[src/rtl/toggle_bank_arbiter.sv]
// toggle_bank_arbiter
//   Shares one W-bit bank of toggle flip-flops between N requesters. A
//   round-robin arbiter picks one winner per operation. The winner's mask is
//   latched at the granting edge and applied as the bank's T inputs for
//   exactly one clock (the APPLY cycle).
//
//   Build option: define TOGGLE_BANK_ARB_FIXED_PRIO_EN to get fixed priority
//   instead of round-robin. In that build the lowest index wins and the
//   pointer is not built.
//
// Ports
//   clk        clock, rising edge
//   rst        synchronous active-high reset
//   en         arbitration enable (an operation already in APPLY still completes)
//   req[N]     request vector, bit i = requester i
//   mask[N*W]  toggle masks, requester i at [i*W +: W]
//   gnt[N]     registered one-hot grant, high during the APPLY cycle
//   q[W]       toggle bank state
//   done       one-cycle pulse after each bank update
//   apply_cnt  16-bit count of applied operations, wraps

// One toggle flip-flop of the bank.
module toggle_cell (
  input  logic clk,
  input  logic rst,
  input  logic t,
  output logic q
);
  always_ff @(posedge clk) begin
    if (rst)    q <= 1'b0;
    else if (t) q <= ~q;
  end
endmodule

module toggle_bank_arbiter #(
  parameter int N = 4,
  parameter int W = 8
) (
  input  logic           clk,
  input  logic           rst,
  input  logic           en,
  input  logic [N-1:0]   req,
  input  logic [N*W-1:0] mask,
  output logic [N-1:0]   gnt,
  output logic [W-1:0]   q,
  output logic           done,
  output logic [15:0]    apply_cnt
);
  localparam int PW = (N > 1) ? $clog2(N) : 1;

  typedef enum logic {IDLE, APPLY} state_t;

  state_t         state, state_nxt;
  logic           grant_go;
  logic [PW-1:0]  win;
  logic [N-1:0]   win_oh;
  logic [W-1:0]   mask_lat;
  logic [W-1:0]   t_vec;

  // ---------------------------------------------------------------------
  // Winner select
  // ---------------------------------------------------------------------
`ifdef TOGGLE_BANK_ARB_FIXED_PRIO_EN
  // Lowest set index wins; scanning downward leaves the lowest one last.
  always_comb begin
    win = '0;
    for (int i = N - 1; i >= 0; i--)
      if (req[i]) win = PW'(i);
  end
`else
  logic [PW-1:0] ptr;
  logic [PW:0]   sum;
  logic [PW-1:0] cand;
  logic          found;

  // First set request at or above ptr, wrapping modulo N. sum never exceeds
  // 2N-2, so one conditional subtract is a full modulo.
  always_comb begin
    win   = '0;
    found = 1'b0;
    sum   = '0;
    cand  = '0;
    for (int k = 0; k < N; k++) begin
      sum = {1'b0, ptr} + (PW+1)'(k);
      if (sum >= (PW+1)'(N)) sum = sum - (PW+1)'(N);
      cand = sum[PW-1:0];
      if (!found && req[cand]) begin
        win   = cand;
        found = 1'b1;
      end
    end
  end

  always_ff @(posedge clk) begin
    if (rst)           ptr <= '0;
    else if (grant_go) ptr <= (win == PW'(N - 1)) ? '0 : win + 1'b1;
  end
`endif

  assign win_oh = {{(N-1){1'b0}}, 1'b1} << win;

  // ---------------------------------------------------------------------
  // Control FSM
  // ---------------------------------------------------------------------
  always_comb begin
    state_nxt = state;
    grant_go  = 1'b0;
    case (state)
      IDLE: begin
        if (en && (|req)) begin
          grant_go  = 1'b1;
          state_nxt = APPLY;
        end
      end
      APPLY:   state_nxt = IDLE;
      default: state_nxt = IDLE;
    endcase
  end

  always_ff @(posedge clk) begin
    if (rst) begin
      state     <= IDLE;
      gnt       <= '0;
      done      <= 1'b0;
      apply_cnt <= '0;
      mask_lat  <= '0;
    end else begin
      state <= state_nxt;
      gnt   <= grant_go ? win_oh : '0;
      // done follows the APPLY cycle, so it can never overlap gnt.
      done  <= (state == APPLY);
      if (grant_go)        mask_lat  <= mask[win*W +: W];
      if (state == APPLY)  apply_cnt <= apply_cnt + 16'd1;
    end
  end

  // ---------------------------------------------------------------------
  // Toggle bank: T inputs are live only during APPLY
  // ---------------------------------------------------------------------
  assign t_vec = (state == APPLY) ? mask_lat : '0;

  for (genvar b = 0; b < W; b++) begin : g_bank
    toggle_cell u_cell (
      .clk (clk),
      .rst (rst),
      .t   (t_vec[b]),
      .q   (q[b])
    );
  end

endmodule

[config.mk]
export PLATFORM = sky130hd
export DESIGN_NAME = toggle_bank_arbiter
export DESIGN_NICKNAME = d
export VERILOG_FILES = /design/src/rtl/toggle_bank_arbiter.sv
export SDC_FILE = /design/constraint.sdc
export NUM_CORES = 1
export LEC_CHECK = 0
export ABC_CLOCK_PERIOD_IN_PS = 1800
export CORE_UTILIZATION = 41
export CTS_CLUSTER_DIAMETER = 150
export DETAILED_ROUTE_END_ITERATION = 7
export MAX_ROUTING_LAYER = met4
export PLACE_DENSITY = 0.83
export SLEW_MARGIN = 20
export SYNTH_ARGS = -nofsm -noshare
export SYNTH_HDL_FRONTEND = slang
export SYNTH_SLANG_ARGS = --single-unit
[constraint.sdc]
create_clock -name clk -period 1.8 [get_ports clk]
set_input_delay 0.45 -clock clk [delete_from_list [all_inputs] [get_ports clk]]
set_output_delay 0.45 -clock clk [all_outputs]
set_load 0.01 [all_outputs]
==> metrics.md, run 1 <==
| Metric | Value |
|---|---|
| Power per cell area | `752 nW/um^2` |
| Worst hold path class | `flip-flop to flip-flop` |
| Max Freq | `0.576 GHz` |
| First-iteration detailed-routing DRC count | `73` |
| CTS tree | `yes` |
| CP Launch Point | `apply_cnt[5]` |
| Final Core Density | `0.630` |
| Critical path depth | `1` |
| Register-to-register setup slack | `0.10 ns` |
| Cell Count, Final, Fillers Out | `337` |
| Worst VDD drop | `0.431 mV` |
| Post-Syn Area | `2000 um^2` |
| DRC violations left | `0` |
| H-tree depth | `2` |
| Vias | `1740` |
| CP Buf/Inv Count | `1` |
| Min Tclk post-route | `1.74 ns` |
| Final GP Congestion | `0.914` |
| CTS Buffer Depth | `2` |
| Slew Viols, Final | `0` |
| First-pass GRT wire length | `7550 um` |
| CP Capture Type | `primary output` |
| Antenna viol nets, final | `0` |
| Die Y | `71.8 um` |
| Largest net degree at the start of global routing | `39` |
| Die area | `5160 um^2` |
| ANT cells | `0` |
| Outcome | `finished clean` |
| Crit path launch type | `flip-flop` |
| Area grow syn2layout | `48.0%` |
| Num rows | `25` |
| NumNets Final | `322` |
| CP endpoint | `apply_cnt[5]` |
| Total gr overflow | `0` |
| Net Count, Synth | `246` |
| Worst EP arrival | `1.29 ns` |
| Cell variety after synth | `37` |
| Kind of critical path | `flip-flop to primary output` |
| Hold Fails Final Rpt | `0` |
| Setup ws final | `0.0641 ns` |
| RSZ-0062 raised after global routing | `no` |
| Cells after DPL | `325` |
| CTS Buf Count | `5` |
| Leak | `1.14 nW` |
| Crit-path cells | `clkdlybuf4s50_1` |
| CTS Sinks | `40` |
| Input/output buffers | `67` |
| Fin crit share | `0.964` |
| Max cap viols | `0` |
| Clk_lat worst skew | `0.29 ns` |
| Number of setup violations in the final report | `0` |
| Placed cell area | `2750 um^2` |
| Hold_ws | `0.525 ns` |
| Worst setup skew after layout | `0.00286 ns` |
| Pre-CTS setup slack | `-0.450 ns` |
| Vias/cell | `5.16` |
| Hold-critical path depth | `2` |
| Seq/Total Area, Yosys | `0.401` |
| CP max FO | `6` |
| Die X | `71.8 um` |
| Slowest cell on crit path | `clkdlybuf4s50_1` |
| 1st-pass router iterations | `4` |
| Avg WL per Cell | `13.4 um` |
| Hold_buf cts | `0` |
| Synth Area per Inst | `9.70 um^2` |
| Clock Root Buffer | `clkbuf_8` |
| Relative slew slack | `0.750` |
| Top delay family on crit path | `buffers and inverters` |
| R2R cell count | `6` |
| Slowest stage delay, CP | `0.57 ns` |
| Routed WL | `4510 um` |
| Initial core utilization | `0.426` |
| Flop and latch count out of synthesis | `40` |
| Worst Path Required | `1.35 ns` |
| Worst-path clk slew | `0.07 ns` |
| Synthesized netlist cell count | `206` |
| Final Cell Area | `2960 um^2` |
| Worst r2r src | `ptr[1]` |
| Total GRT Usage | `0.195` |
| Worst Max-Slew Pin Slew | `0.373 ns` |
| Post-DP HPWL | `3400 um` |
| IO Pins | `68` |
| Layout cells sized above 1 | `0.198` |
| Core area | `4690 um^2` |
| Initial antenna violation count | `0` |
| YS warnings | `0` |
| Vias in the first global route | `1661` |
| FF-to-FF End | `mask_lat[4]` |
[stage by stage]
stage / TNS [ns] / power [W]
final: 0 / 0.00222
after global routing: 0 / 0.00232
after CTS: 0 / 0.00223
after detailed placement: -5.37 / 0.00141
after global placement: -4.89 / 0.00140
after floorplan: 0 / 0.00123
[registers in the layout, indices dropped and copies added, names as in the netlist]
name,count
apply_cnt,16
g_bank.u_cell.q,8
mask_lat,8
gnt,4
ptr,2
done,1
state,1
[worst min-delay path by stage]
stage                                  start                  to  slack, ns
after floorplan           g_bank[0].u_cell.q  g_bank[0].u_cell.q       0.48
after global placement         apply_cnt[15]       apply_cnt[15]       0.49
after detailed placement  g_bank[4].u_cell.q  g_bank[4].u_cell.q       0.51
after CTS                 g_bank[1].u_cell.q  g_bank[1].u_cell.q       0.53
after global routing      g_bank[6].u_cell.q  g_bank[6].u_cell.q       0.55
final                     g_bank[6].u_cell.q  g_bank[6].u_cell.q       0.53
[power by group]
group / switching [W] / internal (W)
Combinational: 0.000204 / 0.000275
Sequential: 0.0000316 / 0.000926
Clock: 0.000299 / 0.000489
[cells by family (layout without fill, tap and decap cells)]
family,count (synthesis),count (layout),share of synthesized area
DFF,40,40,0.401
xor gates and xnor gates,24,24,0.105
and+or+nand+nor,73,73,0.185
muxes,10,10,0.0501
adders and majority gates,1,1,0.00626
buffers and inverters,20,97,0.0720
AOI/OAI and AO/OA,38,38,0.180
[metal layers]
layer / vias to the layer above / routed length, um / GRT usage
met4: 0 / 34 / 0.0479
met2: 44 / 2380 / 0.344
met5: - / 0 / -
met3: 5 / 200 / 0.0534
met1: 822 / 1900 / 0.217
li1: 869 / - / -
[layout make-up]
| class | instances | area [um^2] |
|---|---|---|
| inverters | 1 | 3.75 |
| fillers | 392 | 1740 |
| flip-flops and latches | 40 | 803 |
| repair buffers | 88 | 865 |
| clock inverters | 1 | 30.0 |
| multi-input cells | 146 | 1090 |
| clock buffers | 7 | 96.3 |
| well taps | 54 | 67.6 |
[layout by cell type, fill, tap and decap left out, types with 2 or more instances in the layout]
cell / instances
clkdlybuf4s50_1: 63
dfxtp_1: 38
nor2_1: 27
xor2_1: 20
buf_4: 17
nand2_1: 14
a211oi_2: 11
o31a_1: 8
o21bai_1: 7
a211oi_1: 7
and3_1: 7
clkbuf_8: 7
mux2i_1: 6
xnor2_1: 4
mux2i_2: 4
nand3_1: 4
dlygate4sd2_1: 4
nand4_1: 3
buf_12: 3
nand2b_1: 2
nor2_2: 2
and4_1: 2
dfxtp_2: 2
[cells in the mapped netlist, drive strengths merged]
cell	instances	area share
dfxtp	40	0.40
nor2	30	0.060
xor2	20	0.088
a211oi	18	0.093
nand2	14	0.026
buf	12	0.057
mux2i	10	0.050
o21bai	8	0.030
o31a	8	0.035
and3	7	0.022
clkbuf	7	0.013
nand3	4	0.010
xnor2	4	0.018
nand4	3	0.0094
a21oi	2	0.0069
and4	2	0.0088
nand2b	2	0.0063
nor4	2	0.0094
a311oi	1	0.0075
and2	1	0.0031
and2b	1	0.0038
and3b	1	0.0044
ha	1	0.0063
inv	1	0.0019
nand3b	1	0.0038
nor2b	1	0.0031
nor3	1	0.0025
o21ai	1	0.0081
or2	1	0.0031
or3	1	0.0056
or4	1	0.0038
[timing repair]
item                       CTS  global route
resized for setup           12             4
setup buffers                4             0
pin swaps                    6             1
setup endpoints to repair   10            11
[worst reg2reg max path: stages, from the launching register on]
cell,delay (ns)
dfxtp_2,0.37
mux2i_1,0.23
nor2_2,0.07
or3_4,0.42
buf_12,0.15
mux2i_2,0.16
a211oi_2,0.22
(Power assumes the default switching activity.)
==> run 2, diff against run 1 <==
--- a/config.mk
+++ b/config.mk
@@ -9,7 +9,6 @@
 export CORE_UTILIZATION = 41
 export CTS_CLUSTER_DIAMETER = 150
 export DETAILED_ROUTE_END_ITERATION = 7
-export MAX_ROUTING_LAYER = met4
 export PLACE_DENSITY = 0.83
 export SLEW_MARGIN = 20
 export SYNTH_ARGS = -nofsm -noshare
==> run 2 against run 1 <==
Sequential cell count stayed put. Power about the same. Largest power group unchanged. Register-to-register slack barely moved.
==> metrics.md, run 2 (synthesized netlist as in run 1, its figures left out) <==
| Metric | Value |
|---|---|
| First-iteration detailed-routing DRC count | `71 (was 73)` |
| Power per cell area | `753 nW/um^2 (was 752 nW/um^2)` |
| Worst setup skew after layout | `0.00354 ns (was 0.00286 ns)` |
| Worst-path clk slew | `0.08 ns (was 0.07 ns)` |
| Slowest stage delay, CP | `0.57 ns (about the same)` |
| Crit path launch type | `flip-flop (unchanged)` |
| Wire length on met1 | `1930 um (was 1900 um)` |
| Outcome | `finished clean (unchanged)` |
| Leak | `1.14 nW (unchanged)` |
| Switching share of power | `0.241 (was 0.240)` |
| Die X | `71.8 um (unchanged)` |
| CP Capture Type | `primary output (unchanged)` |
| Final Core Density | `0.630 (unchanged)` |
| P_int | `0.00169 W (about the same)` |
| Largest net degree at the start of global routing | `39 (unchanged)` |
| Total power after layout | `0.00223 W (was 0.00222 W)` |
| Max reg flops | `16 (unchanged)` |
| Met3 WL post-DR | `196 um (was 200 um)` |
| Vias | `1737 (was 1740)` |
| Psw | `0.000536 W (was 0.000535 W)` |
| Max Freq | `0.575 GHz (was 0.576 GHz)` |
| Relative slew slack | `0.750 (about the same)` |
| Total gr overflow | `0 (unchanged)` |
| Avg WL per Cell | `13.5 um (was 13.4 um)` |
| 1st-pass router iterations | `4 (unchanged)` |
| Routed WL | `4540 um (was 4510 um)` |
| Hold_ws | `0.523 ns (was 0.525 ns)` |
| Slowest cell on crit path | `clkdlybuf4s50_1 (unchanged)` |
| Max cap viols | `0 (unchanged)` |
| Die Y | `71.8 um (unchanged)` |
| Antenna viol nets, final | `0 (unchanged)` |
| Vias in the first global route | `1657 (was 1661)` |
| Largest Register | `apply_cnt (unchanged)` |
| CTS Buffer Depth | `2 (unchanged)` |
| IO Pins | `68 (unchanged)` |
| CTS Buf Count | `5 (unchanged)` |
| Slew Viols, Final | `0 (unchanged)` |
| Clock Root Buffer | `clkbuf_8 (unchanged)` |
| Final Cell Area | `2960 um^2 (unchanged)` |
| DRC violations left | `0 (unchanged)` |
| Final GP Congestion | `0.899 (was 0.914)` |
| Worst Path Required | `1.35 ns (about the same)` |
| Register Area | `803 um^2 (unchanged)` |
| Max Used Layer | `met4 (unchanged)` |
| Flop pwr share | `0.430 (about the same)` |
| Clk_lat worst skew | `0.29 ns (about the same)` |
| # fillers | `392 (unchanged)` |
| Hold_buf cts | `0 (unchanged)` |
| Area grow syn2layout | `48.0% (unchanged)` |
| Placed cell area | `2750 um^2 (unchanged)` |
| Worst Max-Slew Pin Slew | `0.372 ns (was 0.373 ns)` |
| Metal2 WL | `2370 um (was 2380 um)` |
| CP max FO | `6 (unchanged)` |
| Biggest regs | `apply_cnt (16), g_bank.u_cell.q (8), mask_lat (8) (unchanged)` |
| Total GRT Usage | `0.189 (was 0.195)` |
| Post-DP HPWL | `3400 um (unchanged)` |
| CP Buf/Inv Count | `1 (unchanged)` |
| Number of setup violations in the final report | `0 (unchanged)` |
| Min Tclk post-route | `1.74 ns (about the same)` |
| NumNets Final | `322 (unchanged)` |
| CTS tree | `yes (unchanged)` |
| Fin crit share | `0.967 (was 0.964)` |
| Worst hold path class | `flip-flop to flip-flop (unchanged)` |
| Num rows | `25 (unchanged)` |
| Most frequent cells in the layout | `clkdlybuf4s50_1 (63), dfxtp_1 (38), nor2_1 (27), xor2_1 (20), buf_4 (17) (unchanged)` |
| H-tree depth | `2 (unchanged)` |
| Core area | `4690 um^2 (unchanged)` |
| Hold Fails Final Rpt | `0 (unchanged)` |
| Initial antenna violation count | `0 (unchanged)` |
| Vias/cell | `5.15 (was 5.16)` |
| Layout cells sized above 1 | `0.198 (unchanged)` |
| Input/output buffers | `67 (unchanged)` |
| Leading cell type in the layout, fill and taps excluded | `clkdlybuf4s50_1 (unchanged)` |
| Comb pwr share | `0.215 (about the same)` |
| Crit-path cells | `clkdlybuf4s50_1 (unchanged)` |
| RSZ-0062 raised after global routing | `no (unchanged)` |
| CTS Sinks | `40 (unchanged)` |
| First-pass GRT wire length | `7540 um (was 7550 um)` |
| Die area | `5160 um^2 (unchanged)` |
| Worst EP arrival | `1.29 ns (about the same)` |
| Top delay family on crit path | `buffers and inverters (unchanged)` |
| ANT cells | `0 (unchanged)` |
| Clock power frac | `0.354 (about the same)` |
| Initial core utilization | `0.426 (unchanged)` |
| Kind of critical path | `flip-flop to primary output (unchanged)` |
| Worst VDD drop | `0.431 mV (about the same)` |
| Post-route setup TNS | `0 ns (unchanged)` |
| Multi-input logic area | `1090 um^2 (unchanged)` |
==> run 2: cell counts in the layout (fill, tap and decap cells not counted) <==
Identical to the previous run, type by type.
==> run 2: repair_timing <==
action                     in CTS  in global routing
gates resized for setup        12                  4
buffers inserted                4                  0
hold endpoints to repair        0                  0
setup endpoints to repair      10                 11
pin swaps                       6                  1
==> run 2: path summary, 6_finish.rpt <==
| path | start | end | slack, ns | depth (start not counted) |
|---|---|---|---|---|
| setup / recovery | apply_cnt[5] | apply_cnt[5] | 0.06 | 1 |
| hold / removal | g_bank[1].u_cell.q | g_bank[1].u_cell.q | 0.52 | 2 |
| setup reg to reg | ptr[1] | mask_lat[4] | 0.11 | 6 |
| hold reg to reg | g_bank[1].u_cell.q | g_bank[1].u_cell.q | 0.52 | 2 |
==> run 2: layer usage <==
| layer | vias to the layer above | global-route usage |
|---|---|---|
| li1 | 873 | - |
| met1 | 817 | 0.219 |
| met2 | 42 | 0.342 |
| met3 | 5 | 0.0534 |
| met4 | 0 | 0.0479 |
| met5 | - | 0 |
==> run 2: worst register-to-register path, cell delays in order, from the launching register on <==
cell and delay [ns]:
dfxtp_2 0.37, mux2i_1 0.23, nor2_2 0.07, or3_4 0.42, buf_12 0.15, mux2i_2 0.16
a211oi_2 0.22
==> run 2: area by class of cell <==
cell class,instances,area share
clock buffer,7,0.0326
clock inverter,1,0.0102
inverter,1,0.00127
multi-input combinational,146,0.369
sequential,40,0.272
tap,54,0.0229
timing repair buffer,88,0.292
==> run 2: power by group through the flow <==
stage	Clock, W	Sequential (W)	Combinational, W
2_1_floorplan	0	0.000971	0.000257
5_1_grt	0.000842	0.000962	0.000518
6_report	0.000789	0.000957	0.000479
3_5_place_dp	0	0.000975	0.000435
4_1_cts	0.000798	0.000956	0.000477
3_3_place_gp	0	0.000974	0.000425
==> run 2: per-stage QoR <==
stage | worst slack (ns) | cells
floorplan | 0.0499 | 206
global placement | -0.407 | 325
detailed placement | -0.450 | 325
CTS | 0.0310 | 337
global route | 0.00833 | 337
finish | 0.0600 | 337
